==> src/rtl/seq_stage_ctrl_if.sv <==
// seq_stage_ctrl_if: handshake and strobe bundle between the SEQ sequencer and its datapath/memories.
//   run, imem_ack/err, icode_in, Cnd, dmem_ack/err     -> sequencer inputs
//   imem_req, dmem_req/we, ir/cc/rf/pc strobes          <- sequencer outputs
//   stat, state, retired                                <- sequencer status
interface seq_stage_ctrl_if #(parameter int CNT_W = 32);
  logic             run;
  logic             imem_req;
  logic             imem_ack;
  logic             imem_err;
  logic [3:0]       icode_in;
  logic             Cnd;
  logic             dmem_req;
  logic             dmem_we;
  logic             dmem_ack;
  logic             dmem_err;
  logic             ir_we;
  logic             cc_we;
  logic             rf_we_e;
  logic             rf_we_m;
  logic             pc_we;
  logic [2:0]       stat;
  logic [2:0]       state;
  logic [CNT_W-1:0] retired;
  modport slave (
    input  run, imem_ack, imem_err, icode_in, Cnd, dmem_ack, dmem_err,
    output imem_req, dmem_req, dmem_we, ir_we, cc_we, rf_we_e, rf_we_m, pc_we, stat, state, retired
  );
  modport master (
    output run, imem_ack, imem_err, icode_in, Cnd, dmem_ack, dmem_err,
    input  imem_req, dmem_req, dmem_we, ir_we, cc_we, rf_we_e, rf_we_m, pc_we, stat, state, retired
  );
endinterface

==> src/rtl/seq_stage_ctrl.sv <==
// seq_stage_ctrl: multi-cycle Y86 SEQ sequencer (FETCH..PCU) with memory handshakes, status and retired count.
//   CLK, RST_N : clock and asynchronous active-low reset
//   bus        : seq_stage_ctrl_if.slave carrying handshakes, write strobes, stat, state, retired
module seq_stage_ctrl #(
  parameter int CNT_W       = 32,
  parameter int MEM_TIMEOUT = 16
) (
  input  logic             CLK,
  input  logic             RST_N,
  seq_stage_ctrl_if.slave  bus
);
  typedef enum logic [2:0] {FETCH = 3'd0, DEC, EXE, MEM, WB, PCU, STOP} state_t;
  localparam logic [2:0] AOK = 3'd1, HLT = 3'd2, ADR = 3'd3, INS = 3'd4;
  localparam int WW = $clog2(MEM_TIMEOUT);
  localparam logic [WW-1:0] WAIT_LAST = WW'(MEM_TIMEOUT - 1);
  state_t           state_q, state_d;
  logic [2:0]       stat_q, stat_d;
  logic [CNT_W-1:0] retired_q, retired_d;
  logic [3:0]       icode_q, icode_d;
  logic [WW-1:0]    wait_q, wait_d;
  logic             waiting, ack, timeout, mem_op, fetch_bad;
  // A cycle counts toward the timeout only while a request is actually outstanding.
  assign waiting   = (state_q == FETCH && bus.run) || state_q == MEM;
  assign ack       = state_q == FETCH ? bus.imem_ack : bus.dmem_ack;
  // Fires on the MEM_TIMEOUT-th unanswered request cycle; an ack that same cycle wins.
  assign timeout   = waiting && !ack && wait_q == WAIT_LAST;
  assign mem_op    = icode_q inside {4'h4, 4'h5, 4'h8, 4'h9, 4'hA, 4'hB};
  assign fetch_bad = bus.imem_err || bus.icode_in > 4'hB || bus.icode_in == 4'h0;
  always_ff @(posedge CLK or negedge RST_N)
    if (!RST_N) begin
      state_q   <= FETCH;
      stat_q    <= AOK;
      retired_q <= '0;
      icode_q   <= 4'h1;
      wait_q    <= '0;
    end else begin
      state_q   <= state_d;
      stat_q    <= stat_d;
      retired_q <= retired_d;
      icode_q   <= icode_d;
      wait_q    <= wait_d;
    end
  always_comb begin
    state_d   = state_q;
    stat_d    = stat_q;
    retired_d = retired_q;
    icode_d   = icode_q;
    case (state_q)
      FETCH: if (waiting && ack) begin
        stat_d  = bus.imem_err ? ADR : bus.icode_in > 4'hB ? INS : bus.icode_in == 4'h0 ? HLT : AOK;
        state_d = fetch_bad ? STOP : DEC;
        icode_d = fetch_bad ? icode_q : bus.icode_in;
      end
      DEC:   state_d = EXE;
      EXE:   state_d = mem_op ? MEM : WB;
      MEM:   if (ack) begin
        stat_d  = bus.dmem_err ? ADR : stat_q;
        state_d = bus.dmem_err ? STOP : WB;
      end
      WB:    state_d = PCU;
      PCU: begin
        retired_d = retired_q + 1'b1;
        state_d   = FETCH;
      end
      default: state_d = state_q;
    endcase
    if (timeout) begin
      stat_d  = ADR;
      state_d = STOP;
    end
    // While run is low in FETCH nothing is outstanding, so the count simply holds.
    wait_d = (state_d != state_q || (waiting && ack)) ? '0 : waiting ? wait_q + 1'b1 : wait_q;
  end
  assign bus.imem_req = state_q == FETCH && bus.run;
  assign bus.dmem_req = state_q == MEM;
  assign bus.dmem_we  = state_q == MEM && icode_q inside {4'h4, 4'h8, 4'hA};
  assign bus.ir_we    = state_q == FETCH && bus.imem_ack;
  assign bus.cc_we    = state_q == EXE && icode_q == 4'h6;
  assign bus.rf_we_e  = state_q == WB && (icode_q inside {4'h3, 4'h6, 4'h8, 4'h9, 4'hA, 4'hB} || (icode_q == 4'h2 && bus.Cnd));
  assign bus.rf_we_m  = state_q == WB && icode_q inside {4'h5, 4'hB};
  assign bus.pc_we    = state_q == PCU;
  assign bus.stat     = stat_q;
  assign bus.state    = state_q;
  assign bus.retired  = retired_q;
endmodule
==> src/flat_wrapper.sv <==
// flat-port wrapper written by rule: the top's interface ports become plain ports
module seq_stage_ctrl_flat 
#(
  parameter int CNT_W       = 32,
  parameter int MEM_TIMEOUT = 16
)
  (CLK, RST_N, bus_run, bus_imem_ack, bus_imem_err, bus_icode_in, bus_Cnd, bus_dmem_ack, bus_dmem_err, bus_imem_req, bus_dmem_req, bus_dmem_we, bus_ir_we, bus_cc_we, bus_rf_we_e, bus_rf_we_m, bus_pc_we, bus_stat, bus_state, bus_retired);
  seq_stage_ctrl_if #(.CNT_W(CNT_W)) bus_i ();
  input  logic CLK;
  input  logic RST_N;
  input wire logic [$bits(bus_i.run)-1:0] bus_run;
  input wire logic [$bits(bus_i.imem_ack)-1:0] bus_imem_ack;
  input wire logic [$bits(bus_i.imem_err)-1:0] bus_imem_err;
  input wire logic [$bits(bus_i.icode_in)-1:0] bus_icode_in;
  input wire logic [$bits(bus_i.Cnd)-1:0] bus_Cnd;
  input wire logic [$bits(bus_i.dmem_ack)-1:0] bus_dmem_ack;
  input wire logic [$bits(bus_i.dmem_err)-1:0] bus_dmem_err;
  output wire logic [$bits(bus_i.imem_req)-1:0] bus_imem_req;
  output wire logic [$bits(bus_i.dmem_req)-1:0] bus_dmem_req;
  output wire logic [$bits(bus_i.dmem_we)-1:0] bus_dmem_we;
  output wire logic [$bits(bus_i.ir_we)-1:0] bus_ir_we;
  output wire logic [$bits(bus_i.cc_we)-1:0] bus_cc_we;
  output wire logic [$bits(bus_i.rf_we_e)-1:0] bus_rf_we_e;
  output wire logic [$bits(bus_i.rf_we_m)-1:0] bus_rf_we_m;
  output wire logic [$bits(bus_i.pc_we)-1:0] bus_pc_we;
  output wire logic [$bits(bus_i.stat)-1:0] bus_stat;
  output wire logic [$bits(bus_i.state)-1:0] bus_state;
  output wire logic [$bits(bus_i.retired)-1:0] bus_retired;
  assign bus_i.run = bus_run;
  assign bus_i.imem_ack = bus_imem_ack;
  assign bus_i.imem_err = bus_imem_err;
  assign bus_i.icode_in = bus_icode_in;
  assign bus_i.Cnd = bus_Cnd;
  assign bus_i.dmem_ack = bus_dmem_ack;
  assign bus_i.dmem_err = bus_dmem_err;
  assign bus_imem_req = bus_i.imem_req;
  assign bus_dmem_req = bus_i.dmem_req;
  assign bus_dmem_we = bus_i.dmem_we;
  assign bus_ir_we = bus_i.ir_we;
  assign bus_cc_we = bus_i.cc_we;
  assign bus_rf_we_e = bus_i.rf_we_e;
  assign bus_rf_we_m = bus_i.rf_we_m;
  assign bus_pc_we = bus_i.pc_we;
  assign bus_stat = bus_i.stat;
  assign bus_state = bus_i.state;
  assign bus_retired = bus_i.retired;
  seq_stage_ctrl #(.CNT_W(CNT_W), .MEM_TIMEOUT(MEM_TIMEOUT)) u_core (.CLK(CLK), .RST_N(RST_N), .bus(bus_i));
endmodule
==> config.mk <==
export PLATFORM = sky130hd
export DESIGN_NAME = seq_stage_ctrl_flat
export DESIGN_NICKNAME = d
export VERILOG_FILES = /design/src/rtl/seq_stage_ctrl_if.sv /design/src/rtl/seq_stage_ctrl.sv /design/src/flat_wrapper.sv
export SDC_FILE = /design/constraint.sdc
export NUM_CORES = 1
export LEC_CHECK = 0
export ABC_AREA = 1
export BUFFER_PORTS_ARGS = -buffer_cell sky130_fd_sc_hd__buf_2
export CAP_MARGIN = 25
export CORE_UTILIZATION = 40
export DETAILED_ROUTE_END_ITERATION = 8
export HOLD_SLACK_MARGIN = 0.1
export MAX_ROUTING_LAYER = met4
export PLACE_DENSITY = 0.7
export SYNTH_ARGS = -nofsm -noshare
export SYNTH_HDL_FRONTEND = slang
export SYNTH_SLANG_ARGS = --single-unit
==> constraint.sdc <==
create_clock -name CLK -period 1.5 [get_ports CLK]
set_input_delay 0.225 -clock CLK [delete_from_list [all_inputs] [get_ports CLK]]
set_output_delay 0.225 -clock CLK [all_outputs]
set_load 0.02 [all_outputs]
### Word level (Yosys, flattened, before mapping)

Index checks and enable logic that the tools add are counted.

* $lt $le $gt $ge: 1
* multipliers: 0
* eq/ne operators: 19
* reduce and logical (&&, ||, !) cells: 26
* divide/modulo/power cells: 0
* shift operators: 0
* mux-type cells: 18
* bitwise operators: 1
* add/subtract/negate cells: 2

Operators with widths (number)
* 3-bit two-way mux: 11
* 32-bit by 1-bit adder with 32-bit output (second input constant): 1
* 4-bit == test (second input constant): 5
* 3-bit case mux with 6 select lines: 1
* 4-bit by 3-bit == test with 1-bit output (second input constant): 3
* 6-bit nonzero test: 2
* 1-bit logical AND: 10
* 4-bit by 2-bit == test with 1-bit output (second input constant): 2
* 4-bit two-way mux: 2
* 3-bit by 2-bit == test with 1-bit output (second input constant): 2
* 3-bit == test (second input constant): 2
* 3-bit by 2-bit inequality test with 1-bit output (second input constant): 2
* 3-bit case mux with 2 select lines: 1
* 3-bit nonzero test: 2
* 1-bit logical OR: 5
* 4-bit by 1-bit adder with 4-bit output (second input constant): 1
* 4-bit > comparator (second input constant): 1
* 4-bit logical NOT: 1
* 2-bit two-way mux: 2
* 4-bit AND reduction: 1
* 2-bit nonzero test: 2
* 3-bit by 1-bit == test with 1-bit output (second input constant): 1
* 3-bit logical NOT: 1
* 3-bit by 1-bit inequality test with 1-bit output (second input constant): 1
* 5 further kinds: 5

* output and inout port bits: 46
* memory bits (read-only): 0
* word-level logic and storage cells: 72
* RAM bits: 0
* memories kept: 0
* bits in registers: 46
* bits in latches: 0

### Logic depth before layout (Yosys ltp)

Gate-level depths: netlist of the first run.

* depth after elaboration: 10
* mapped depth: 13
* mapped depth without buffers: 12

### Least setup slack after synthesis of the first run

OpenSTA, ideal clock, no wires.

* kind: reg2reg
* start point: register u_core.retired_q[1], in the netlist u_core.bus.retired[1]
* end point: register u_core.retired_q[28], in the netlist u_core.bus.retired[28]
* stages on the path, launching flop included: 11
* required time: 1382 ps
* setup slack: -268 ps
* arrival time: 1651 ps
* buffers on the path: 0
* period minus slack after synthesis: 1768 ps
* cell sequence: dfrtp_1 > ha_1 > inv_1 > nor3_4 > nand2_2 > nor3_4 > nand2_4 > nor2_8 > nand2_1 > nand2_1 > nand2_1

* cells in the longest elaborated chain, start to end: 1

Ends and longest elaborated chain
* start, declared: line seq_stage_ctrl.sv:18 `logic [CNT_W-1:0] retired_q, retired_d;`
* start signal, assigned: line seq_stage_ctrl.sv:39 `retired_q <= retired_d;`
* 32-bit by 1-bit adder with 32-bit output: line seq_stage_ctrl.sv:62 `retired_d = retired_q + 1'b1;`

Every way passes these cells.
A chain may end at the register's enable or synchronous reset.

### Worst setup path after layout of the first run

* start point: register u_core.state_q[1], in the netlist u_core.bus.state[1]
* end point: register u_core.wait_q[1]

* cells in the longest elaborated chain, start to end: 10

Ends and longest elaborated chain
* start, declared: line seq_stage_ctrl.sv:16 `state_t state_q, state_d;`
* start signal, assigned: line seq_stage_ctrl.sv:37 `state_q <= state_d;`
* 3-bit logical NOT: line seq_stage_ctrl.sv:23, seq_stage_ctrl.sv:24, seq_stage_ctrl.sv:48
* 1-bit logical AND: line seq_stage_ctrl.sv:23 `assign waiting = (state_q == FETCH && bus.run) || state_q == MEM;`
* 1-bit logical OR: line seq_stage_ctrl.sv:23
* 1-bit logical AND: line seq_stage_ctrl.sv:49, seq_stage_ctrl.sv:72
* 3-bit two-way mux: line seq_stage_ctrl.sv:49 `FETCH: if (waiting && ack) begin`
* 3-bit case mux with 6 select lines: line seq_stage_ctrl.sv:48 `case (state_q)`
* 3-bit two-way mux: line seq_stage_ctrl.sv:67 `if (timeout) begin`
* 3-bit inequality test: line seq_stage_ctrl.sv:72 `wait_d = (state_d != state_q || (waiting && ack)) ? '0 : waiting ? wait_q + 1'b1 : wait_q;`
* 1-bit logical OR: line seq_stage_ctrl.sv:72
* 4-bit two-way mux / 2-bit nonzero test (equally long branches)
* end signal, assigned: line seq_stage_ctrl.sv:41 `wait_q <= wait_d;`
* end, declared: line seq_stage_ctrl.sv:20 `logic [WW-1:0] wait_q, wait_d;`

Parallel ways exist; a longest one is shown, timed or not.

==> metrics.csv, run 1 <==
stage;metric;value;unit
run_status;status;finished, violations left;
run_status;violations;design-rule violations, negative setup slack;
clock_network;cts.path.max_buffers;2;
clock_network;cts.clk_slew.worst_paths;0.08;ns
setup_path;startpoint_type;register;
layout;antenna_cells;0;
floorplanning;std_cell_rows;29;
timing;setup_violations;38;
global_route;grt-ovfl-total;0;
clock_network;cts-root-buf;clkbuf_8;
clock_network;cts_tree;yes;
detailed_routing;drtPass1Iterations;6;
floorplanning;io_pins;58;
pwr;pwr-share-clk;15.4;%
pwr;p_comb_share;52.1;%
placed_design;io_buffer_count;57;
setup_path;crit_fanout;5;
setup_path;endpoint_kind;register;
setup_path;worstSetupPathType;reg2reg;
pwr;total_power;5.14;mW
detailed_routing;drc_errors;8;
timing;hold_viol;0;
timing;max_freq;576;MHz
timing;slew_headroom;83.0;%
hold_path;hold_end;u_core.icode_q[0];
clock_network;htree_levels;2;
pwr;peakVddDrop;0.000478;V
layout;fill_cells;527;
synthesis;syn-instance-count;332;
timing;period_share;116;%
layout;fin_nets;480;
layout;drive_gt1_share;51.8;%
detailed_routing;wl;7.65;mm
floorplanning;die_x;84.3;um
synthesis;yosys_warnings;0;
pwr;seqPwrFrac;32.5;%
setup_path;cp.arrival;1.93;ns
floorplanning;core-area;0.00646;mm2
timing;min_period;1.74;ns
pwr;p_leak;2.26;nW
pwr;p_int;3.01;mW
synthesis;avgSynthCellArea;8.16;um2
clock_network;clock_latency;0.30;ns
timing;tightest_slew;0.255;ns
floorplanning;dieArea;0.00710;mm2
hold_path;hold_class;in2reg;
layout;layout_commonest_cell;nand2_1;
layout;layout-area-overhead-vs-synth;54.6;%
detailed_routing;vias_per_cell;5.01;
placed_design;gp_congestion;0.910;
synthesis;synth_flop_cell;dfrtp_1;
placed_design;dp_hpwl;4.93;mm
timing;hold_ws;0.160;ns
pwr;power.density;1230;mW/mm2
global_route;grt_antenna_before_repair;0;
synthesis;synth_cell_types;35;
detailed_routing;dr.first_iter.drc_count;83;
timing;setup_ws;-0.237;ns
detailed_routing;ant_nets;0;
layout;final_cell_mix;nand2_1 (70), buf_4 (55), buf_2 (49), dfrtp_1 (37), inv_1 (28);
global_route;grt_pass1_vias;2639;
pwr;switchingPower;2.13;mW
clock_network;cts_buffers;5;
floorplanning;die-height;84.3;um
detailed_routing;dr_total_vias;2725;
synthesis;seq_area_frac_synth;42.6;%
detailed_routing;post_drt_wl_per_cell;14.1;um
setup_path;crit_required;1.69;ns
synthesis;synth_area;0.00271;mm2
hold_path;hp-start;bus_icode_in[0];
setup_path;regToRegSetupSlack;-0.24;ns
synthesis;syn_nets;346;
timing;rsz0062_at_grt;true;
global_route;grt.total_usage;20.8;%
global_route;grt_pass1_wl;11.7;mm
global_route;grt_max_degree;47;
synthesis;postSynth.asyncResetShare;100;%
synthesis;synth_edf_count;0;
timing;fin_skew;0.00983;ns
floorplanning;start_util;41.9;%
setup_path;reg2reg_to;u_core.wait_q[1];
pwr;p_sw_share;41.5;%
timing;report.final.slew_viol_count;0;
hold_path;holdPathStages;3;
clock_network;cts.sinks;46;
job;cap_violations;0;
setup_path;worst_r2r_startpoint;u_core.bus.state[1];
setup_path;worstRegToRegCells;11;
synthesis;synth-seq-cells;46;
per-layer routing:
metal  up-vias  wire length, um  global-route usage [%]
met2        66             4040                    35.9
met1      1322             3310                    25.1
met5         -                0                       -
li1       1329                -                       -
met4         0               62                    5.64
met3         8              238                    3.83
worst max-delay path, stage by stage, from the launching register on:
cell,delay [ns]
dfrtp_2,0.44
buf_6,0.13
nor2_4,0.20
nand3_4,0.13
nand2_4,0.11
nand4_1,0.15
nand2_2,0.15
nand2_2,0.08
nand2_2,0.06
nand2_2,0.05
nand2_2,0.08
nor2_1,0.05
how the worst max path moves through the flow:
stage | start | end | depth (start not counted)
floorplan | u_core.bus.state[1] | u_core.bus.retired[28] | 11
global placement | u_core.bus.retired[0] | u_core.bus.retired[28] | 10
detailed placement | u_core.bus.state[1] | u_core.bus.retired[20] | 10
CTS | u_core.bus.state[1] | bus_rf_we_e | 5
global route | u_core.bus.state[1] | u_core.wait_q[2] | 12
finish | u_core.bus.state[1] | u_core.wait_q[1] | 11
power groups by stage:
stage | clock network [mW] | registers [mW] | logic, mW
finish | 0.794 | 1.67 | 2.68
global route | 0.863 | 1.69 | 2.87
CTS | 0.809 | 1.66 | 2.15
detailed placement | 0 | 1.67 | 1.82
global placement | 0 | 1.67 | 1.79
floorplan | 0 | 1.78 | 1.02
layout make-up:
type                       count  area, um2  share of cell area (%)
inverter                      44        185                    4.42
sequential                    46       1160                    27.8
tap                           77       96.3                    2.30
clock inverter                 1       5.00                   0.120
clock buffer                   7       86.3                    2.06
timing repair buffer         130        967                    23.1
multi-input combinational    239       1680                    40.2
synthesized netlist by cell type (all sizes together) (2+ instances only):
library cell / n / area share, %
nand2: 99 / 15
o21a: 3 / 0.83
dfstp: 2 / 1.9
o21ai: 6 / 1.1
nand3: 24 / 5.1
dfrtp: 44 / 41
or2: 2 / 0.46
xnor2: 10 / 3.2
inv: 44 / 6.3
nor3: 16 / 3.8
ha: 2 / 0.92
a21oi: 2 / 0.37
buf: 3 / 1.1
nor4: 2 / 0.46
nand3b: 3 / 0.83
nor2: 32 / 6.8
xor2: 20 / 7.0
nand4: 13 / 3.0
flip-flops by register name (all words and copies together), names as in the netlist:
signal and cells:
u_core.bus.retired 32, u_core.bus.stat 3, u_core.bus.state 3, u_core.icode_q 4
u_core.wait_q 4
logic make-up after synthesis:
| group | Yosys count | synth area share [%] |
|---|---|---|
| simple gates | 192 | 35.3 |
| flops | 46 | 42.6 |
| mux | 1 | 0.416 |
| xor+xnor | 30 | 10.3 |
| buf+inv | 47 | 7.39 |
| fa+ha+maj | 2 | 0.924 |
| compound gates | 14 | 3.14 |
through the flow:
stage	setup slack [ns]	setup TNS, ns	utilization [%]	cell area [um2]	instances
2_1_floorplan	-0.234	-2.77	-	2730	332
3_3_place_gp	-0.0778	-0.629	53.1	3430	507
3_5_place_dp	-0.126	-1.58	53.1	3430	507
4_1_cts	-0.184	-3.07	58.2	3760	528
5_1_grt	-0.335	-8.72	64.8	4190	544
6_report	-0.237	-5.31	64.8	4190	544
timing repair:
item,in CTS,in global routing
hold endpoints to repair,44,0
hold buffers,1,0
pin swaps,12,25
gates resized for setup,43,88
cloned,0,0
buffers inserted,12,19
setup endpoints to repair,35,44
Note: power is estimated with default switching activity, not from simulation.
==> run 2: changes to the inputs <==
CELL_PAD_IN_SITES_DETAIL_PLACEMENT = 0   (was default)
CELL_PAD_IN_SITES_GLOBAL_PLACEMENT = 1   (was default)
CORE_UTILIZATION = 36   (was 40)
PLACE_DENSITY = 0.82   (was 0.7)
==> metrics.csv, run 2 (synthesis gave the netlist of run 1 again) <==
stage;metric;value;unit
detailed_routing;ant_nets;0;
pwr;p_leak;2.26;nW
clock_network;cts-root-buf;clkbuf_8;
placed_design;io_buffer_count;57;
clock_network;cts.path.max_buffers;2;
layout;drive_gt1_share;51.5;%
placed_design;dp_hpwl;5.23;mm
floorplanning;std_cell_rows;31;
global_route;grt_pass1_wl;11.5;mm
global_route;grt.total_usage;19.4;%
timing;report.final.slew_viol_count;0;
hold_path;holdPathStages;3;
layout;final_cell_mix;nand2_1 (73), buf_4 (65), buf_2 (49), dfrtp_1 (38), inv_1 (29);
hold_path;hp-start;bus_icode_in[0];
layout;antenna_cells;0;
pwr;total_power;5.28;mW
clock_network;cts_tree;yes;
global_route;grt-ovfl-total;0;
setup_path;worstSetupPathType;reg2out;
floorplanning;start_util;37.3;%
timing;max_freq;593;MHz
clock_network;htree_levels;2;
setup_path;reg2reg_to;u_core.wait_q[3];
timing;fin_skew;0.0178;ns
run_status;status;finished, violations left;
timing;tightest_slew;0.326;ns
timing;hold_viol;0;
detailed_routing;wl;7.44;mm
setup_path;crit_fanout;6;
pwr;p_comb_share;53.6;%
global_route;grt_antenna_before_repair;0;
timing;setup_ws;-0.187;ns
layout;layout_commonest_cell;nand2_1;
layout;largest_register_ffs;32;
pwr;peakVddDrop;0.000472;V
floorplanning;core-area;0.00725;mm2
setup_path;regToRegSetupSlack;-0.15;ns
clock_network;cts.clk_slew.worst_paths;0.09;ns
layout;layout-area-overhead-vs-synth;57.6;%
hold_path;hold_class;in2reg;
detailed_routing;dr.first_iter.drc_count;42;
timing;min_period;1.69;ns
clock_network;clock_latency;0.31;ns
layout;fin_nets;491;
setup_path;crit_required;1.27;ns
floorplanning;io_pins;58;
clock_network;cts_buffers;5;
clock_network;cts.sinks;46;
pwr;pwr-share-clk;14.2;%
floorplanning;die-height;88.7;um
layout;fill_cells;664;
job;cap_violations;0;
pwr;p_int;3.13;mW
pwr;switchingPower;2.14;mW
floorplanning;die_x;88.7;um
timing;slew_headroom;78.1;%
global_route;grt_max_degree;47;
pwr;power.density;1240;mW/mm2
detailed_routing;post_drt_wl_per_cell;12.9;um
setup_path;critPathLaunch;u_core.bus.state[0];
detailed_routing;dr_total_vias;2709;
pwr;seqPwrFrac;32.2;%
detailed_routing;vias_per_cell;4.69;
hold_path;hold_end;u_core.icode_q[0];
run_status;violations;negative setup slack;
global_route;grt_pass1_vias;2611;
detailed_routing;drtPass1Iterations;4;
placed_design;gp_congestion;0.851;
timing;period_share;112;%
setup_path;startpoint_type;register;
setup_path;worstRegToRegCells;8;
timing;setup_violations;30;
timing;rsz0062_at_grt;true;
pwr;p_sw_share;40.6;%
detailed_routing;drc_errors;0;
setup_path;cp.arrival;1.46;ns
setup_path;endpoint_kind;output port;
floorplanning;dieArea;0.00787;mm2
setup_path;worst_r2r_startpoint;u_core.bus.state[0];
layout;final_util;58.8;%
-- run 2: changes by cell type in the layout (fill, tap and decap cells not counted), sizes merged --
| cell | change |
|---|---|
| clkinvlp | +1 |
| clkinv | +1 |
| clkbuf | -1 |
| buf | +10 |
-- run 2: metal layers --
| layer | GRT usage (%) | wire length (um) | vias to the layer above |
|---|---|---|---|
| li1 | - | - | 1352 |
| met1 | 23.4 | 3190 | 1285 |
| met2 | 34.1 | 3910 | 61 |
| met3 | 3.17 | 239 | 11 |
| met4 | 4.11 | 95 | 0 |
| met5 | - | 0 | - |
-- run 2: critical path, cell delays in order, from the launching register on --
cell and delay [ns]:
dfrtp_2 0.48, nor2_4 0.21, buf_6 0.13, nand2_4 0.06
a31oi_4 0.14, buf_6 0.14
-- run 2: worst max path at each step --
stage / to / slack, ns / cells after the start
floorplan: u_core.bus.retired[28] / -0.23 / 11
global placement: u_core.bus.retired[30] / -0.08 / 10
detailed placement: u_core.bus.retired[20] / -0.12 / 10
CTS: bus_rf_we_e / -0.16 / 5
global route: u_core.bus.retired[30] / -0.26 / 10
finish: bus_rf_we_e / -0.19 / 5
-- run 2: final cells by class --
type / count / area [um2] / share of cell area [%]
clock buffer: 6 / 72.6 / 1.70
clock inverter: 2 / 10.0 / 0.235
inverter: 44 / 183 / 4.28
multi-input combinational: 239 / 1660 / 38.9
sequential: 46 / 1160 / 27.2
tap: 99 / 124 / 2.90
timing repair buffer: 140 / 1050 / 24.6
timing repair inverter: 1 / 7.51 / 0.176
-- run 2: power groups by stage --
stage / Clock, mW / Sequential (mW) / Combinational [mW]
2_1_floorplan: 0 / 1.78 / 1.02
3_3_place_gp: 0 / 1.67 / 1.94
3_5_place_dp: 0 / 1.68 / 1.95
4_1_cts: 0.768 / 1.68 / 2.29
5_1_grt: 0.812 / 1.73 / 3.07
6_report: 0.749 / 1.70 / 2.83
-- run 2: timing repair --
| action | 4_1_cts | 5_1_grt |
|---|---|---|
| hold buffers | 1 | 0 |
| gates resized for setup | 44 | 75 |
| endpoints found under the hold margin | 44 | 0 |
| pin swaps | 8 | 20 |
| cloned | 1 | 0 |
| setup buffers | 12 | 12 |
| endpoints found under the setup margin | 37 | 44 |
-- run 2: metrics by stage --
step	cell area [um2]	setup TNS [ns]	hold slack, ns	std cells	worst slack, ns
after floorplan	2730	-2.77	-0.0706	332	-0.234
after global placement	3580	-0.971	0.224	545	-0.0804
after detailed placement	3580	-1.39	0.228	545	-0.122
after CTS	3920	-2.88	0.141	567	-0.158
after global routing	4270	-6.82	0.143	577	-0.259
final	4270	-2.88	0.143	577	-0.187
